[src/rtl/jesd204b_tx_link_ctrl.sv]
// Single-lane JESD204B transmit link-layer controller: CGS, ILAS and user-data
// phases sequenced by the receiver's SYNC~ and aligned to a free-running LMFC.
module jesd204b_tx_link_ctrl #(
    parameter int F          = 2,
    parameter int K          = 16,
    parameter int ILAS_MF    = 4,
    parameter int RESYNC_LEN = 4
) (
    input  logic         clock,
    input  logic         reset,
    input  logic         sync_n,
    input  logic [111:0] cfg_data,
    input  logic [7:0]   data_in,
    output logic [7:0]   data_out,
    output logic         k_out,
    output logic         lmfc,
    output logic         link_up,
    output logic [1:0]   state_out
);

    localparam int OW = (F > 1) ? $clog2(F) : 1;
    localparam int FW = (K > 1) ? $clog2(K) : 1;
    localparam int PW = $clog2(F * K + 1);
    localparam int MW = $clog2(ILAS_MF) + 1;
    localparam int LW = $clog2(RESYNC_LEN + 1);

    localparam logic [7:0] K28_0 = 8'h1C;
    localparam logic [7:0] K28_3 = 8'h7C;
    localparam logic [7:0] K28_4 = 8'h9C;
    localparam logic [7:0] K28_5 = 8'hBC;

    typedef enum logic [1:0] {
        ST_CGS  = 2'b00,
        ST_ILAS = 2'b01,
        ST_DATA = 2'b10
    } state_t;

    state_t        state_q, state_d;
    logic          sync_meta_q, sync_s_q;
    logic [OW-1:0] octet_q, octet_d;
    logic [FW-1:0] frame_q, frame_d;
    logic [MW-1:0] mf_q, mf_d;
    logic [LW-1:0] low_q, low_d;
    logic [7:0]    data_out_q, data_out_d;
    logic          k_out_q, k_out_d;
    logic          lmfc_q, lmfc_d;
    logic          link_up_q, link_up_d;
    logic [1:0]    state_out_q;

    logic          lmfc_last;
    logic [PW-1:0] pos_d;
    logic [3:0]    cfg_idx;

    always_comb begin
        lmfc_last = (octet_q == OW'(F - 1)) && (frame_q == FW'(K - 1));
        octet_d   = octet_q + 1'b1;
        frame_d   = frame_q;
        if (octet_q == OW'(F - 1)) begin
            octet_d = '0;
            frame_d = (frame_q == FW'(K - 1)) ? '0 : frame_q + 1'b1;
        end
        pos_d = PW'(frame_d) * PW'(F) + PW'(octet_d);
    end

    // Phase decisions use the current counters; outputs are decoded from the
    // next state and next position so they line up with the same clock edge.
    always_comb begin
        state_d = state_q;
        mf_d    = mf_q;
        low_d   = low_q;
        case (state_q)
            ST_CGS: begin
                if (sync_s_q && lmfc_last) begin
                    state_d = ST_ILAS;
                    mf_d    = '0;
                end
            end
            ST_ILAS: begin
                if (!sync_s_q) begin
                    state_d = ST_CGS;
                end else if (lmfc_last) begin
                    if (mf_q == MW'(ILAS_MF - 1)) begin
                        state_d = ST_DATA;
                    end else begin
                        mf_d = mf_q + 1'b1;
                    end
                end
            end
            ST_DATA: begin
                low_d = sync_s_q ? '0 : low_q + 1'b1;
                if (low_d == LW'(RESYNC_LEN)) begin
                    state_d = ST_CGS;
                end
            end
            default: state_d = ST_CGS;
        endcase
        if (state_d != ST_DATA) begin
            low_d = '0;
        end
    end

    always_comb begin
        data_out_d = K28_5;
        k_out_d    = 1'b1;
        cfg_idx    = 4'(pos_d - PW'(2));
        case (state_d)
            ST_ILAS: begin
                if (pos_d == '0) begin
                    data_out_d = K28_0;
                end else if (pos_d == PW'(F * K - 1)) begin
                    data_out_d = K28_3;
                end else if (mf_d == MW'(1) && pos_d == PW'(1)) begin
                    data_out_d = K28_4;
                end else if (mf_d == MW'(1) && pos_d <= PW'(15)) begin
                    data_out_d = cfg_data[{cfg_idx, 3'b000} +: 8];
                    k_out_d    = 1'b0;
                end else begin
                    data_out_d = 8'(pos_d);
                    k_out_d    = 1'b0;
                end
            end
            ST_DATA: begin
                data_out_d = data_in;
                k_out_d    = 1'b0;
            end
            default: ;
        endcase
        lmfc_d    = (pos_d == '0);
        link_up_d = (state_d == ST_DATA);
    end

    always_ff @(posedge clock or negedge reset) begin
        if (!reset) begin
            sync_meta_q <= 1'b0;
            sync_s_q    <= 1'b0;
            state_q     <= ST_CGS;
            octet_q     <= '0;
            frame_q     <= '0;
            mf_q        <= '0;
            low_q       <= '0;
            data_out_q  <= K28_5;
            k_out_q     <= 1'b1;
            lmfc_q      <= 1'b0;
            link_up_q   <= 1'b0;
            state_out_q <= 2'b00;
        end else begin
            sync_meta_q <= sync_n;
            sync_s_q    <= sync_meta_q;
            state_q     <= state_d;
            octet_q     <= octet_d;
            frame_q     <= frame_d;
            mf_q        <= mf_d;
            low_q       <= low_d;
            data_out_q  <= data_out_d;
            k_out_q     <= k_out_d;
            lmfc_q      <= lmfc_d;
            link_up_q   <= link_up_d;
            state_out_q <= state_d;
        end
    end

    assign data_out  = data_out_q;
    assign k_out     = k_out_q;
    assign lmfc      = lmfc_q;
    assign link_up   = link_up_q;
    assign state_out = state_out_q;

endmodule

[config.mk]
export PLATFORM = sky130hd
export DESIGN_NAME = jesd204b_tx_link_ctrl
export DESIGN_NICKNAME = d
export VERILOG_FILES = /design/src/rtl/jesd204b_tx_link_ctrl.sv
export SDC_FILE = /design/constraint.sdc
export NUM_CORES = 1
export LEC_CHECK = 0
export ABC_AREA = 0
export BUFFER_PORTS_ARGS = -buffer_cell sky130_fd_sc_hd__buf_2
export CORE_ASPECT_RATIO = 0.9
export CORE_MARGIN = 2
export CORE_UTILIZATION = 42
export CTS_BUF_LIST = sky130_fd_sc_hd__clkbuf_4 sky130_fd_sc_hd__clkbuf_8
export CTS_CLUSTER_DIAMETER = 60
export DETAILED_ROUTE_END_ITERATION = 10
export GPL_ROUTABILITY_DRIVEN = 1
export PLACE_DENSITY_LB_ADDON = 0.12
export SYNTH_ARGS = -nofsm -noshare
export SYNTH_HDL_FRONTEND = slang
export SYNTH_SLANG_ARGS = --single-unit
[constraint.sdc]
create_clock -name clock -period 3.22 [get_ports clock]
set_clock_uncertainty 0.1 [all_clocks]
set_input_delay 0.322 -clock clock [delete_from_list [all_inputs] [get_ports clock]]
set_output_delay 0.322 -clock clock [all_outputs]
set_load 0.05 [all_outputs]
==> impl_metrics.json <==
{
  "status": "complete, no violations",
  "hpwlAfterDp_mm": 6.38,
  "drc_errors": 0,
  "synth_enable_flop_cells": 0,
  "grt_max_degree": 33,
  "timing.final.crit_share_pct": 90.4,
  "fin_nets": 545,
  "max_freq_ghz": 0.343,
  "synth_most_common_cell": "nand2_1",
  "worstSetupPathType": "reg2reg",
  "grt_pass1_wl_mm": 12.3,
  "grt-ovfl-total": 0,
  "portBuffers": 135,
  "synthTopCellsByArea": "dfrtp_1 (20%), mux4_2 (8.9%), dfstp_2 (6.2%)",
  "pre_cts_ws_ns": 0.331,
  "via_count": 2775,
  "path_clk_slew_ns": 0.10,
  "rsz0062_at_grt": "false",
  "h-tree-depth": 1,
  "die_w_um": 85.9,
  "synth_cell_types": 61,
  "ios": 136,
  "area_delta_synth_final_pct": 32.6,
  "grt_use_total_pct": 22.8,
  "cp.required_ns": 3.32,
  "netlist_area_um2": 2540,
  "p_leak_nw": 1.59,
  "setup_viol_count_final": 0,
  "ant_nets": 0,
  "utilization_pct": 58.4,
  "die_height_um": 77.7,
  "clock_latency_ns": 0.28,
  "yosys_warnings": 0,
  "maxCapViolCount": 0,
  "cts_num_sinks": 26,
  "fillers": 557,
  "ys_ff_latch": 26,
  "synth.avg_cell_area_um2": 8.90,
  "drt_first_pass_iters": 4,
  "antenna_found_initial": 0,
  "slew_violations": 0,
  "cts_root_buffer": "clkbuf_8",
  "coreArea_um2": 5760,
  "synth_nets": 414,
  "arrival_ns": 3.01,
  "dieArea_um2": 6680,
  "crit_path_start_kind": "flip-flop",
  "synth_seq_area_share_pct": 25.9,
  "worstSetupEndpointType": "flip-flop",
  "cts.path.max_buffers": 2,
  "vdd_drop_max_v": 0.000143,
  "drive_gt1_share_pct": 45.8,
  "finalSetupTns_ns": 0,
  "gp_congestion": 0.821,
  "multi_input_area_um2": 1750,
  "regArea_um2": 659,
  "synth_flop_cell": "dfrtp_1",
  "powerDensity_nw_per_um2": 217,
  "synth_top_cells_by_count": "nand2_1 (35), dfrtp_1 (20), o21ai_0 (18)",
  "yosysTopAreaCell": "dfrtp_1",
  "cts_tree": "done",
  "synth-async-reset-ratio_pct": 100,
  "num_rows": 26,
  "yosysTopAreaCellShare_pct": 19.7,
  "tightest_slew_ns": 0.777,
  "fin_area_um2": 3360,
  "place_area_um2": 3280,
  "min_period_ns": 2.91,
  "start_util_pct": 44.1,
  "vias_per_cell": 5.72,
  "wirelength_mm": 7.99,
  "finalPower_w": 0.000731,
  "numCtsBuffers": 3,
  "hold_path.class": "in2reg",
  "worstPathMaxFanout": 27,
  "antenna_cells": 0,
  "slew_headroom_pct": 47.8,
  "setup_slack_ns": 0.309,
  "grt_pass1_vias": 2538,
  "hold_viol_final": 0,
  "drt_iter0_drc": 160,
  "syn_inst": 285,
  "wl_per_cell_um": 16.5
}
placed cells by master (no fill, tap or decap), drive strengths merged, types with 5 or more instances in the layout:
cell,Yosys,final
inv,7,7
a211oi,8,8
dfstp,6,6
dfrtp,20,20
mux2i,12,12
ha,6,6
mux4,10,10
a31oi,9,9
nand2b,5,5
a21oi,17,17
nor2b,8,8
mux2,11,11
and2,5,5
nand2,35,35
nor3,12,12
nor2,7,7
buf,14,146
o21ai,18,18
path summary, 6_finish.rpt:
kind	cells past startpoint	from	endpoint	slack, ns
min	1	sync_n	sync_meta_q	0.05
min reg2reg	0	sync_meta_q	sync_s_q	0.25
max reg2reg	10	frame_q[0]	data_out[2]	0.31
min in group asynchronous	2	reset	sync_s_q	0.47
max in group asynchronous	2	reset	octet_q	2.15
max	10	frame_q[0]	data_out[2]	0.31
power by group:
group          total (W)  leakage [nW]  switching [W]  internal, W
registers       0.000329         0.328     0.00000152     0.000328
clock network   0.000280        0.0357       0.000114     0.000167
logic           0.000121          1.23      0.0000424    0.0000785
total           0.000731          1.59       0.000157     0.000573
final cells by class:
type,instances,area share [%]
multi-input combinational,230,52.0
tap,70,2.60
inverter,8,0.893
clock inverter,1,0.893
timing repair buffer,147,22.8
sequential,26,19.6
clock buffer,3,1.23
critical path: stages (launching register included):
cell and delay, ns:
dfrtp_1 0.51, xor2_1 0.34, nand2_1 0.13, ha_1 0.48
buf_4 0.34, mux4_2 0.35, nand2_1 0.08, o31ai_1 0.08
a2bb2oi_1 0.15, mux2i_1 0.16, o211ai_1 0.10
timing repair:
action / CTS / global route
gates resized for setup: 0 / 0
buffers inserted: 0 / 0
hold endpoints to repair: 20 / 0
hold buffers: 1 / 0
flip-flops by register name (all words and copies together), names as in the netlist:
name         count
sync_s_q         1
lmfc             1
k_out            1
link_up          1
mf_q             3
octet_q          1
frame_q          4
low_q            3
sync_meta_q      1
state_out        2
data_out         8
kinds of logic after synthesis:
kind of cell / count (synthesis) / synth area share [%]
xor+xnor: 5 / 2.86
buf+inv: 29 / 5.18
compound gates: 87 / 23.9
flops: 26 / 25.9
mux: 33 / 18.5
fa+ha+maj: 6 / 2.96
simple gates: 99 / 20.7
through the flow:
step | instances | hold slack [ns]
2_1_floorplan | 285 | -0.0736
3_3_place_gp | 480 | 0.232
3_5_place_dp | 480 | 0.238
4_1_cts | 485 | 0.0407
5_1_grt | 485 | 0.0278
6_report | 485 | 0.0452
layer usage:
layer	part of all wire (%)	GRT usage [%]
met5	0	0
met4	1.1	2.86
met3	6.9	3.83
met2	48	36.8
met1	44	32.8
No activity file was read; power rests on OpenSTA's default activity.
